===== src/rtl/mem_arbiter.sv =====
// Arbiter sharing one single-ported memory between instruction fetch and data access,
// with data priority. Optional watchdog enabled by defining MEM_ARB_TIMEOUT_EN.
module mem_arbiter #(
  parameter int unsigned ADDR_W  = 32,
  parameter int unsigned DATA_W  = 32,
  parameter int unsigned TIMEOUT = 16
) (
  input  logic              clk,
  input  logic              rst_n,
  input  logic              if_req,
  input  logic [ADDR_W-1:0] if_addr,
  input  logic              d_req,
  input  logic              d_we,
  input  logic [ADDR_W-1:0] d_addr,
  input  logic [DATA_W-1:0] d_wdata,
  input  logic [1:0]        d_size,
  output logic              if_done,
  output logic              d_done,
  output logic [DATA_W-1:0] rdata,
  output logic              if_stall,
  output logic              d_stall,
  output logic              err,
  output logic              mem_req,
  output logic              mem_we,
  output logic [ADDR_W-1:0] mem_addr,
  output logic [DATA_W-1:0] mem_wdata,
  output logic [3:0]        mem_be,
  input  logic              mem_ready,
  input  logic [DATA_W-1:0] mem_rdata
);

  typedef enum logic [1:0] {
    IDLE    = 2'd0,
    IF_BUSY = 2'd1,
    D_BUSY  = 2'd2
  } state_e;

  state_e      state_q;
  state_e      state_d;
  logic        grant_if_c;
  logic        grant_d_c;
  logic        timeout_c;
  logic [3:0]  d_be_c;

  // Byte enables for the data requester; size 11 falls back to a full word.
  always_comb begin
    d_be_c = 4'b1111;
    case (d_size)
      2'b01:   d_be_c = 4'b0001 << d_addr[1:0];
      2'b10:   d_be_c = d_addr[1] ? 4'b1100 : 4'b0011;
      default: d_be_c = 4'b1111;
    endcase
  end

  always_ff @(posedge clk or negedge rst_n) begin
    if (!rst_n) begin
      state_q <= IDLE;
    end else begin
      state_q <= state_d;
    end
  end

  // Arbitration, completion pulses and read-data return; done is same-cycle as mem_ready.
  always_comb begin
    state_d    = state_q;
    grant_if_c = 1'b0;
    grant_d_c  = 1'b0;
    if_done    = 1'b0;
    d_done     = 1'b0;
    err        = 1'b0;
    rdata      = '0;
    case (state_q)
      IDLE: begin
        if (d_req) begin
          grant_d_c = 1'b1;
          state_d   = D_BUSY;
        end else if (if_req) begin
          grant_if_c = 1'b1;
          state_d    = IF_BUSY;
        end
      end
      IF_BUSY: begin
        if (mem_ready) begin
          if_done = 1'b1;
          rdata   = mem_rdata;
          state_d = IDLE;
        end else if (timeout_c) begin
          if_done = 1'b1;
          err     = 1'b1;
          state_d = IDLE;
        end
      end
      D_BUSY: begin
        if (mem_ready) begin
          d_done  = 1'b1;
          rdata   = mem_rdata;
          state_d = IDLE;
        end else if (timeout_c) begin
          d_done  = 1'b1;
          err     = 1'b1;
          state_d = IDLE;
        end
      end
      default: state_d = IDLE;
    endcase
  end

  assign if_stall = if_req & ~if_done;
  assign d_stall  = d_req & ~d_done;

  // Memory-side request registers, loaded from the winner at grant.
  always_ff @(posedge clk or negedge rst_n) begin
    if (!rst_n) begin
      mem_req   <= 1'b0;
      mem_we    <= 1'b0;
      mem_addr  <= '0;
      mem_wdata <= '0;
      mem_be    <= 4'b0000;
    end else if (grant_d_c) begin
      mem_req   <= 1'b1;
      mem_we    <= d_we;
      mem_addr  <= d_addr;
      mem_wdata <= d_wdata;
      mem_be    <= d_be_c;
    end else if (grant_if_c) begin
      mem_req   <= 1'b1;
      mem_we    <= 1'b0;
      mem_addr  <= if_addr;
      mem_wdata <= '0;
      mem_be    <= 4'b1111;
    end else if (state_d == IDLE) begin
      mem_req <= 1'b0;
      mem_we  <= 1'b0;
    end
  end

`ifdef MEM_ARB_TIMEOUT_EN
  localparam int unsigned CNT_W = (TIMEOUT > 1) ? $clog2(TIMEOUT) : 1;

  logic [CNT_W-1:0] cnt_q;
  logic             busy_c;

  assign busy_c    = (state_q != IDLE);
  assign timeout_c = busy_c && !mem_ready && (cnt_q == CNT_W'(TIMEOUT - 1));

  // Counts consecutive stalled busy cycles; restarts on every grant or completion.
  always_ff @(posedge clk or negedge rst_n) begin
    if (!rst_n) begin
      cnt_q <= '0;
    end else if (grant_d_c || grant_if_c || (state_d == IDLE)) begin
      cnt_q <= '0;
    end else if (busy_c && !mem_ready) begin
      cnt_q <= cnt_q + CNT_W'(1);
    end
  end
`else
  logic unused_timeout;

  assign timeout_c      = 1'b0;
  assign unused_timeout = TIMEOUT[0];
`endif

endmodule


===== config.mk =====
export PLATFORM = sky130hd
export DESIGN_NAME = mem_arbiter
export DESIGN_NICKNAME = d
export VERILOG_FILES = /design/src/rtl/mem_arbiter.sv
export SDC_FILE = /design/constraint.sdc
export NUM_CORES = 1
export LEC_CHECK = 0
export ABC_AREA = 1
export ABC_CLOCK_PERIOD_IN_PS = 2600
export CAP_MARGIN = 25
export CORE_UTILIZATION = 38
export DETAILED_ROUTE_END_ITERATION = 7
export PLACE_DENSITY = 0.86
export SLEW_MARGIN = 30
export SYNTH_ARGS = -nofsm -noshare
export SYNTH_HDL_FRONTEND = slang
export SYNTH_SLANG_ARGS = --single-unit
export TNS_END_PERCENT = 5

===== constraint.sdc =====
create_clock -name clk -period 2.6 [get_ports clk]
set_input_delay 0.39 -clock clk [delete_from_list [all_inputs] [get_ports clk]]
set_output_delay 0.39 -clock clk [all_outputs]
set_load 0.005 [all_outputs]

# After elaboration in Yosys (flattened, before gate mapping)
# Cells that the tools add are included.
[totals]
input_bits = 136
reg_bits = 72
output_inout_bits = 107
elab_cells = 47
[op_classes]
n_mux = 27
n_eq_ne = 4
bitwise = 4
n_shift = 1
n_reduce_logical = 5
[ops]
columns = ["cell", "n"]
rows = [
  ["$mux W32", 6],
  ["$mux W1", 13],
  ["$mux W4", 3],
  ["$pmux W4 S2", 1],
  ["$mux W2", 3],
  ["$eq A2 B1 Y1 const B", 2],
  ["$eq A2 B2 Y1 const B", 2],
  ["$logic_not A2 Y1", 2],
  ["$pmux W2 S2", 1],
  ["$shl A1 B2 Y4 const A", 1],
  ["$reduce_bool A3 Y1", 1],
  ["$and A1 B1 Y1", 2],
  ["$not A1 Y1", 2],
  ["$reduce_bool A2 Y1", 1],
  ["$reduce_or A2 Y1", 1],
]

# Depth between registers and ports, before layout
[depth]
word_depth = 7
mapped_depth = 8
ltp_nobuf = 8

# Worst setup path after synthesis
# OpenSTA, ideal clock, no wires.
[synth_path]
path_kind = "reg-to-output"
startpoint = "register state_q[0]"
endpoint = "output port rdata[10]"
t_required_ps = 2210
path_stages_with_launch = 6
setup_slack_ps = 953
t_arrival_ps = 1257
n_path_buf = 1
cell_sequence = "dfrtp_1 > inv_1 > ha_1 > nand2_1 > clkbuf_1 > nor2_1"
[synth_between]
elab_chain_len = 3
word_cells_on_any_way = 4
classes_between = "eq/ne (2); mux (1); reduce/logical (1)"
[synth_rtl]
columns = ["item", "line", "source"]
rows = [
  ["start, declared", "38", "state_e state_q;"],
  ["start signal, assigned", "59", "state_q <= state_d;"],
  ["$eq A2 B2 Y1 or $eq A2 B1 Y1 (tied branches)", "72", "case (state_q)"],
  ["$reduce_or A2 Y1 (no source line) (*)", "n/a", ""],
  ["$mux W32 (*)", "n/a", ""],
  ["end, declared", "19", "output logic [DATA_W-1:0] rdata,"],
]
# Every way passes the cells marked *; elsewhere a longest branch is shown, timed or not.

# Final worst setup path
[layout_path]
startpoint = "register state_q[0]"
endpoint = "output port rdata[27]"
# Same word-level chain as after synthesis.

==> impl_results.md <==
* Vias/cell at 4.59
* Area grow syn2layout at 76.2%
* WS Path Type: flop to output pin
* DIE AREA at 9650 um^2
* Clock Path Buffers at 2
* Max Fanout on Critical Path at 32
* Tmin final at 2.45 ns
* Residual DRC count at 17
* Design area at 6200 um^2
* Worst reg2reg path depth at 6
* Final setup vio count at 0
* Clock power share at 14.0%
* Max-cap violation count at 0
* Drt initial violations at 153
* CTS buffer count at 9
* Final worst setup slack at 0.148 ns
* R2R Setup Slk at 0.67 ns
* Layout cells sized above 1 at 4.05%
* Worst reg2reg endpoint: mem_addr[0]
* Final WL at 10.9 mm
* Initial antenna violation count at 0
* Clk root buf: clkbuf_8
* Syn Inst Count at 453
* Peak VDD IR at 520 uV
* Number of global-route vias before repair at 3599
* First-pass GRT wire length at 17.3 mm
* Count of pins over their slew limit at 0
* Dpl hpwl at 8.46 mm
* Status: finished, violations left
* Finished Core Util at 70.1%
* Die height at 98.3 um
* Fmax achieved at 0.408 GHz
* Placer's final routability congestion estimate at 0.852
* Vias at 3670
* Row count at 34
* Hold Path Class: input port to asynchronous set/reset pin
* Placed Area at 5990 um^2
* CTS Sinks at 72
* Initial core utilization at 39.8%
* WL/cell at 13.7 um
* Slew Limit Headroom at 57.3%
* CTS tree: built
* Core Footprint at 8850 um^2
* Synthesized flop and latch total at 72
* ANT nets after route at 0
* Fin nets at 831
* Remaining global-route overflow at 0
* Final Hold Vio Count at 0
* I/O pin cnt at 243
* Sequential-to-total area share from yosys stat at 51.2%
* Reg-to-reg startpoint: state_q[0]
* CTS Hold Bufs at 0
* Setup crit end kind: output pin
* Die W at 98.3 um
* Tcrit/Tclk final at 94.3%
* Synth warn at 0
* Psw at 0.00204 W
* RSZ-0062 raised after global routing: false
* First-pass DRT Iterations at 8
* CTS H-Tree Depth at 3
* Total power divided by cell area at 966 nW/um^2
* Diode count at 0
* Largest net degree at the start of global routing at 73
* Netlist cell types at 18
* Clk Latency, worst-skew pair at 0.34 ns
* Sequential share of power at 33.2%
* I/O Buffers at 241
* Synth Cell Area at 3520 um^2
* P_int at 0.00395 W
* Post-Syn Area per Cell at 7.77 um^2
* Post-synth net total at 596
* Combinational power share at 52.9%
* Worst path required time at 2.21 ns
* Leak at 2.92 nW
* Sw Share at 34.1%
* Setup WS pre-CTS at 0.345 ns
* TNS Setup at 0 ns
* Startpoint Class: flop
* Worst Skew at 0.0114 ns
* Worst slew pin tran at 0.641 ns
* GRT Util Overall at 22.5%
* Clock-pin slew on the worst setup and hold paths at 0.08 ns
* Crit path arrival time at 2.06 ns
* Violated checks: DRC
## timing repair
item | in CTS | in global routing
setup endpoints to repair | 0 | 32
buffers inserted | 0 | 3
endpoints found under the hold margin | 0 | 0
gates resized for setup | 0 | 2
## sequential cells by signal (all words and copies together) (netlist names)
name,count
mem_addr,32
mem_wdata,32
mem_be,4
state_q,2
mem_req,1
mem_we,1
## power by group through the flow
| stage | clock network [W] | logic, W | registers [W] |
|---|---|---|---|
| 2_1_floorplan | 0 | 0.00125 | 0.00204 |
| 3_3_place_gp | 0 | 0.00309 | 0.00198 |
| 3_5_place_dp | 0 | 0.00316 | 0.00201 |
| 4_1_cts | 0.000858 | 0.00317 | 0.00200 |
| 5_1_grt | 0.000913 | 0.00347 | 0.00206 |
| 6_report | 0.000838 | 0.00317 | 0.00199 |
## metrics by stage
step | hold slack (ns) | total power, W | std cells
finish | 0.0420 | 0.00599 | 799
global route | 0.0663 | 0.00644 | 799
CTS | 0.197 | 0.00603 | 796
detailed placement | 0.458 | 0.00517 | 782
global placement | 0.453 | 0.00506 | 782
floorplan | 0.0944 | 0.00329 | 453
## per-layer routing
layer  routed length [um]  vias to the layer above  GRT usage [%]  part of all wire (%)
met5                    0                        -              0                     0
met3                 1050                       17           7.95                   9.6
met2                 5440                      149           39.8                    50
met1                 4290                     1655           25.6                    39
met4                  164                        0           6.89                   1.5
li1                     -                     1849              -                     -
## cells in the mapped netlist
master / instances / area, um^2
a21oi_1: 2 / 10.0
buf_2: 12 / 60.1
buf_4: 1 / 7.51
buf_6: 3 / 33.8
clkbuf_1: 8 / 30.0
conb_1: 1 / 3.75
dfrtp_1: 72 / 1800
ha_1: 7 / 87.6
inv_1: 50 / 188
inv_2: 3 / 11.3
nand2_1: 178 / 668
nand2_2: 2 / 12.5
nand3_1: 37 / 185
nand4_1: 4 / 25.0
nor2_1: 35 / 131
o21a_1: 30 / 225
o21ai_0: 2 / 10.0
o21ai_1: 6 / 30.0
## worst max path at each step
stage	endpoint	start	slack (ns)
global route	rdata[5]	state_q[0]	0.03
floorplan	rdata[10]	state_q[0]	0.95
detailed placement	rdata[13]	mem_ready	0.35
CTS	rdata[0]	state_q[0]	0.06
finish	rdata[27]	state_q[0]	0.15
global placement	rdata[22]	mem_ready	0.42
## final cells by class
cell class | count | area [um^2]
Tap cell | 108 | 135
Fill cell | 672 | 2640
Timing Repair Buffer | 248 | 2490
Sequential cell | 72 | 1800
Clock inverter | 5 | 58.8
Inverter | 53 | 199
Multi-Input combinational cell | 304 | 1390
Clock buffer | 9 | 124
## critical path, cell delays in order, from the launching register on
cell and delay [ns]:
dfrtp_1 0.39, inv_1 0.10, ha_1 0.34, nand2_1 0.08
buf_6 0.18, nor2_1 0.12, clkdlybuf4s50_1 0.52
## placed cells by master (no fill, tap or decap), types with 6 or more instances in the layout
cell	instances
o21ai_1	6
clkbuf_8	9
o21a_1	30
nand2_1	178
nor2_1	34
clkdlybuf4s50_1	240
ha_1	7
nand3_1	37
inv_1	50
dfrtp_1	72
## kinds of logic (layout without fill, tap and decap cells)
family,count (synthesis),in the layout,synth area share [%]
and+or+nand+nor,256,256,29.0
buffers and inverters,77,315,9.38
DFF,72,72,51.2
AOI/OAI and AO/OA,40,40,7.82
adders and majority gates,7,7,2.49
other,1,1,0.107
No activity file was read; power rests on OpenSTA's default activity.
